**src/rtl/core_pkg.sv**
```systemverilog
// Shared core definitions: sequencer phase codes, the NOP encoding and the reset PC,
// used by the sequencer and the register file.
package core_pkg;

    localparam logic [2:0] ST_FETCH  = 3'd0;
    localparam logic [2:0] ST_DECODE = 3'd1;
    localparam logic [2:0] ST_RREAD  = 3'd2;
    localparam logic [2:0] ST_EXEC   = 3'd3;
    localparam logic [2:0] ST_WB     = 3'd4;
    localparam logic [2:0] ST_MEM    = 3'd5;
    localparam logic [2:0] ST_HALT   = 3'd6;

    localparam logic [31:0] NOP_INSTR        = 32'h0000_0013;
    localparam logic [31:0] RESET_PC_DEFAULT = 32'h0000_0000;

    // Only the two low bits decide word alignment of a fetch address.
    function automatic logic pc_aligned(input logic [1:0] low_bits);
        return low_bits == 2'b00;
    endfunction

endpackage

```
**src/rtl/seq_perf_cnt.sv**
```systemverilog
// Cycle and retired-instruction counters for the core sequencer; only built when
// PERF_CNT_EN is defined, so the default build carries no counter flops.
`ifdef PERF_CNT_EN
module seq_perf_cnt #(
    parameter int CNT_W = 32
) (
    input  logic             clk,
    input  logic             rst_n,
    input  logic             cycle_en,
    input  logic             instret_en,
    output logic [CNT_W-1:0] cycle_cnt,
    output logic [CNT_W-1:0] instret_cnt
);

    always_ff @(posedge clk) begin
        if (!rst_n) begin
            cycle_cnt   <= '0;
            instret_cnt <= '0;
        end else begin
            if (cycle_en)
                cycle_cnt <= cycle_cnt + CNT_W'(1);
            if (instret_en)
                instret_cnt <= instret_cnt + CNT_W'(1);
        end
    end

endmodule
`endif

```
**src/rtl/core_sequencer.sv**
```systemverilog
// Multi-cycle core sequencer: FETCH/DECODE/RREAD/EXEC/MEM/WB phases with a HALT trap.
// Define PERF_CNT_EN to build the cycle/instret counters (otherwise they read 0).
module core_sequencer
    import core_pkg::*;
#(
    parameter logic [31:0] RESET_PC = RESET_PC_DEFAULT
) (
    input  logic        clk,
    input  logic        rst_n,
    output logic [2:0]  state,
    output logic        imem_req,
    output logic [31:0] imem_addr,
    input  logic        imem_ack,
    input  logic [31:0] imem_rdata,
    output logic        dmem_req,
    input  logic        dmem_ack,
    input  logic [31:0] dmem_rdata,
    output logic [31:0] load_result,
    output logic [31:0] instr,
    output logic [31:0] pc,
    input  logic        dec_is_load,
    input  logic        dec_is_store,
    input  logic        dec_illegal,
    input  logic [31:0] pc_next,
    output logic        retire,
    output logic        halted,
    output logic [31:0] cycle_cnt,
    output logic [31:0] instret_cnt
);

    logic [2:0] state_nxt;

    assign imem_req  = (state == ST_FETCH);
    assign dmem_req  = (state == ST_MEM);
    assign imem_addr = pc;
    assign halted    = (state == ST_HALT);
    // A misaligned target never retires; WB diverts to HALT instead.
    assign retire    = (state == ST_WB) && pc_aligned(pc_next[1:0]);

    always_comb begin
        state_nxt = state;
        case (state)
            ST_FETCH:  if (imem_ack) state_nxt = ST_DECODE;
            ST_DECODE: state_nxt = dec_illegal ? ST_HALT : ST_RREAD;
            ST_RREAD:  state_nxt = ST_EXEC;
            ST_EXEC:   state_nxt = (dec_is_load || dec_is_store) ? ST_MEM : ST_WB;
            ST_MEM:    if (dmem_ack) state_nxt = ST_WB;
            ST_WB:     state_nxt = pc_aligned(pc_next[1:0]) ? ST_FETCH : ST_HALT;
            ST_HALT:   state_nxt = ST_HALT;
            default:   state_nxt = ST_HALT;
        endcase
    end

    always_ff @(posedge clk) begin
        if (!rst_n) begin
            state       <= ST_FETCH;
            pc          <= RESET_PC;
            instr       <= NOP_INSTR;
            load_result <= '0;
        end else begin
            state <= state_nxt;
            if (state == ST_FETCH && imem_ack)
                instr <= imem_rdata;
            if (state == ST_MEM && dmem_ack && dec_is_load)
                load_result <= dmem_rdata;
            if (retire)
                pc <= pc_next;
        end
    end

`ifdef PERF_CNT_EN
    seq_perf_cnt #(
        .CNT_W (32)
    ) u_perf_cnt (
        .clk         (clk),
        .rst_n       (rst_n),
        .cycle_en    (state != ST_HALT),
        .instret_en  (retire),
        .cycle_cnt   (cycle_cnt),
        .instret_cnt (instret_cnt)
    );
`else
    assign cycle_cnt   = '0;
    assign instret_cnt = '0;
`endif

endmodule

```
**config.mk**
```make
export PLATFORM = sky130hd
export DESIGN_NAME = core_sequencer
export DESIGN_NICKNAME = d
export VERILOG_FILES = /design/src/rtl/core_pkg.sv /design/src/rtl/seq_perf_cnt.sv /design/src/rtl/core_sequencer.sv
export SDC_FILE = /design/constraint.sdc
export NUM_CORES = 1
export LEC_CHECK = 0
export ABC_AREA = 1
export CAP_MARGIN = 5
export CORE_MARGIN = 1
export CORE_UTILIZATION = 29
export DETAILED_ROUTE_END_ITERATION = 6
export HOLD_SLACK_MARGIN = 0.15
export PLACE_DENSITY = 0.67
export SKIP_LAST_GASP = 1
export SYNTH_ARGS = -nofsm -noshare
export SYNTH_HDL_FRONTEND = slang
export SYNTH_SLANG_ARGS = --single-unit
```
**constraint.sdc**
```tcl
create_clock -name clk -period 2.8 [get_ports clk]
set_input_delay 0.28 -clock clk [delete_from_list [all_inputs] [get_ports clk]]
set_output_delay 0.28 -clock clk [all_outputs]
set_load 0.005 [all_outputs]
```
# --- Word level (Yosys, flattened, before mapping) ---
# Cells that the tools add are included.
word_totals:
  regBits: 99
  inputBits: 103
  out_inout_bits: 199
  elab_cells: 26
classes:
  n_eq_ne: 8
  mux: 6
  reduce_logical: 8
op_table:
  columns: ["cell", "count"]
  rows:
  - ["$pmux 3 s6", 1]
  - ["$mux 3", 4]
  - ["$eq 3x3->1 const B", 3]
  - ["$eq 3x2->1 const B", 2]
  - ["$logic_and 1x1->1", 4]
  - ["$ne 2x1->1 const B", 2]
  - ["$eq 3x1->1 const B", 1]
  - ["$logic_not 3->1", 1]
  - ["$logic_not 2->1", 1]
  - ["$reduce_and 2->1", 1]
  - ["$logic_or 1x1->1", 1]
  - ["$mux 1", 1]

# --- Logic depth before layout (Yosys ltp) ---
logic_depth:
  depth_word: 3
  depth_mapped: 7
  mapped_depth_nobuf: 6

# --- Worst setup path after synthesis ---
# Ideal clock, no wire load.
synth_path:
  kind: "register -> register"
  startpoint: "register state[2]"
  endpoint: "register load_result[22]"
  arrival_ps: 1114
  t_required_ps: 2684
  slack_ps: 1570
  stages_incl_launch_ff: 7
  cell_sequence: "dfxtp_1 -> nand3_4 -> nor2_8 -> inv_4 -> buf_6 -> nor2_1 -> nor2_1"
synth_via:
  elab_chain_len: 3
synth_lines:
  columns: ["element", "line", "text"]
  rows:
  - ["start, declared", "core_sequencer.sv:10", "output logic [2:0] state,"]
  - ["start signal, assigned", "core_sequencer.sv:61", "state <= state_nxt;"]
  - ["$eq 3x3->1", "core_sequencer.sv:64", "if (state == ST_MEM && dmem_ack && dec_is_load)"]
  - ["$logic_and 1x1->1 (2 in a row)", "core_sequencer.sv:64", null]
  - ["end signal, assigned", "core_sequencer.sv:65", "load_result <= dmem_rdata;"]
  - ["end, declared", "core_sequencer.sv:18", "output logic [31:0] load_result,"]
# No other way between the ends.
# A chain may end at the register's enable or synchronous reset.

# --- Worst setup path in the final report ---
layout_path:
  startpoint: "register state[2]"
  endpoint: "output halted"
layout_via:
  elab_chain_len: 1
layout_lines:
  columns: ["element", "line", "text"]
  rows:
  - ["$eq 3x3->1", "core_sequencer.sv:36", "assign halted = (state == ST_HALT);"]
  - ["end, declared", "core_sequencer.sv:26", "output logic halted,"]
# No other way between the ends.

==> results list <==
- After layout, the worst setup slack is 0.768 ns.
- Total die area: 15400 um2
- Floorplan core area: 14500 um2
- Adder-cell share of the synthesized area: 0%
* Count of pins on the block boundary: 302
- The number of max-slew violations in the final report was 0.
- Following the worst setup path forward leads to its endpoint at halted.
- WHS: 0.391 ns
- From bottom edge to top edge, the die measures 124 um.
- Using the TritonRoute via totals, the vias-per-cell ratio works out to 4.17.
- The number of global-route vias before repair is 3595.
- The critical path starts at state[2].
* CTS clk-pin slew, worst paths: 0.07 ns
* Number of port buffers: 237
* Flops & latches, synth: 99
- Placed inst area: 6320 um2
* Number of failing setup endpoints in the final timing report: 0
- The clock passes through at most 2 buffers.
- Total routing resource utilization after global routing: 15.3%
- For this design the static power due to leakage is 2.70 nW.
- R2R Path End: instr[26]
- Sum of routed wire length over all layers: 12000 um
- Summing all flip-flop and latch instances after layout gives 1980 um2.
- Crit path kind: register to primary output
* Post-CTS Setup Inserts: 0
- Power per standard cell area: 625 nW/um2
* Post-route setup TNS: 0 ns
- Largest family of logic cells by synthesized area: buffers and inverters
- The final route contains 3915 vias.
- The first global-routing pass estimated 18700 um of wire.
* CTS tree: yes
* Category of the worst setup path launch point: register
- Area fraction in compound gates after synthesis: 11.1%
- Result of the run: finished, final reports clean
* Peak Freq: 0.492 GHz
* Initial cell density of the core: 29.8%
- Cell count after synthesis: 556
* Final core utilization: 45.5%
- CTS saw 99 sinks.
* Worst hold path type: primary input to register
* Sequential-to-total area share from yosys stat: 45.7%
* Number of distinct standard cells referenced by the synthesized netlist: 21
- Of the total synthesized cell area, the portion taken by AND, OR, NAND and NOR gates is 21.0%.
- Setup repair after global routing left no endpoint under its margin.
- After detailed routing, the average wire length per cell comes to 12.7 um.
* DRC errors left: 0
- Die width: 124 um
* Delay of the slowest cell on the worst path: 0.54 ns
- Number of routed nets with antenna violations: 0
- Maximum number of pins on one net before global-route repair: 45
- CTS Hold Buffers Added: 0
- Source-to-sink clock delay at the later pin of the worst-skew pair: 0.35 ns
- Measured against the total synthesized area, the mux share comes to 0%.
* Max-capacitance violation count: 0
* Parity-gate share of the synthesized area counting xor and xnor cells: 0%
* Post-place setup slack: 0.947 ns
- Aggregate global routing overflow: 0
- Clock tree synthesis selected as its root buffer the cell clkbuf_16.
- Cell-by-cell listing of the critical path: inv_1 > nor3_1 > clkdlybuf4s50_1
- Measured slew at the worst slew-check pin: 0.558 ns
* CP Data Required Time: 2.52 ns
* Peak supply drop: 289 uV
- Setup slack on the worst flop-to-flop path: 1.29 ns
- Measured in cells, the most critical reg-to-reg path has a length of 6.
* Max-Slew Margin vs Limit: 62.7%
- Estimated wirelength of the detail-placed design: 8590 um
- The worst setup path is captured at a primary output.
- The slowest stage of the critical path belongs to the cell dfxtp_1.
- Fraction of layout cells with a size suffix above 1: 5.04%
- The hold violation total from the final report was 0.
- The average instance in the mapped netlist occupies 7.80 um2.
- First-pass DRT Iterations: 4
- The worst path uses 72.6% of the clock period.
- Number of antenna diodes: 0
- Final net count: 852
* Combined area of all synthesized cells: 4330 um2
- After routing the design area is 6610 um2.
* Total CTS buffers: 9
* Clock skew: 0.0101 ns
- The multi-input combinational cells in the finished layout cover a total of 1630 um2.
* Antenna violations before repair: 0
* Count of instances resized after the clock tree is built: 0
- Number of warnings reported in the yosys synthesis log: 0
* Clock period minus worst slack: 2.03 ns
- From synthesis to final layout, the design area changed by 52.4%.
- Worst-path fanout max: 8
- In this run the critical register-to-register path is launched from state[0].
- Number of levels the H-tree was split into: 3
- The floorplan has 44 rows.
- STA puts the critical path data arrival time at 1.75 ns.
* Iteration-0 DRC count of the detailed router: 129
- Number of fillers in the final layout: 1468
* Gpl congestion: 0.713
-- cell families (layout without fill, tap and decap cells) --
| logic type | count (synthesis) | in the layout |
|---|---|---|
| AOI/OAI and AO/OA | 96 | 96 |
| buffers and inverters | 138 | 273 |
| and+or+nand+nor | 222 | 222 |
| other | 1 | 64 |
| DFF | 99 | 99 |
-- flip-flops by register name (all words and copies together), names as in the netlist --
name	count
imem_addr	32
instr	32
load_result	32
state	3
-- how the worst min path moves through the flow --
| stage | cells after the start | from | slack (ns) | end |
|---|---|---|---|---|
| 2_1_floorplan | 2 | imem_rdata[0] | 0.41 | instr[0] |
| 3_3_place_gp | 2 | instr[0] | 0.44 | instr[0] |
| 3_5_place_dp | 2 | instr[0] | 0.45 | instr[0] |
| 4_1_cts | 3 | rst_n | 0.38 | load_result[8] |
| 5_1_grt | 3 | rst_n | 0.42 | load_result[23] |
| 6_report | 3 | rst_n | 0.39 | load_result[1] |
-- layout make-up --
| type | count | area share, % |
|---|---|---|
| inverter | 14 | 0.833 |
| tap | 184 | 3.48 |
| clock buffer | 11 | 3.67 |
| timing repair buffer | 243 | 36.7 |
| clock inverter | 5 | 0.587 |
| multi-input combinational | 382 | 24.7 |
| sequential | 99 | 30.0 |
-- metrics by stage --
step	power [mW]	cells
6_report	4.13	938
5_1_grt	4.39	938
4_1_cts	4.20	938
3_5_place_dp	2.99	922
3_3_place_gp	2.99	922
2_1_floorplan	2.37	619
-- per-layer routing --
layer  wire length, um  GRT usage [%]  vias to the layer above
met3              1100           5.93                       13
met2              5780           25.6                      176
li1                  -              -                     1976
met4               204           6.24                        0
met1              4880           17.4                     1750
met5                 0              0                        -
-- synth_stat cells, drive strengths merged --
cell / count / share of area [%]
clkbuf: 10 / 0.87
nor2: 136 / 13
nand2: 74 / 6.5
a21oi: 33 / 3.8
dfxtp: 99 / 46
nor3: 2 / 0.23
o21ai: 63 / 7.3
nand3: 10 / 1.6
inv: 14 / 1.3
buf: 114 / 20
conb: 1 / 0.087
-- power breakdown --
group / leakage, nW / switching (mW) / internal [mW] / total (mW)
sequential: 0.805 / 0.130 / 1.61 / 1.74
combinational: 1.76 / 0.550 / 0.662 / 1.21
clock: 0.136 / 0.548 / 0.631 / 1.18
-- cells in the final DEF, fill, tap and decap left out, types with 3 or more instances in the layout --
| cell | count |
|---|---|
| a21oi_1 | 33 |
| buf_4 | 5 |
| clkbuf_16 | 9 |
| clkdlybuf4s50_1 | 236 |
| clkinv_4 | 3 |
| conb_1 | 64 |
| dfxtp_1 | 99 |
| inv_1 | 11 |
| nand2_1 | 73 |
| nand3_1 | 8 |
| nor2_1 | 126 |
| nor2_2 | 8 |
| o21ai_0 | 63 |
-- critical path: cells and delay by family (launching register included) --
family	cells	cell delay [ns]
buffers and inverters	2	0.69
flip-flops	1	0.54
AND/OR/NAND/NOR	1	0.18
Power figures use the tool's default switching activity.
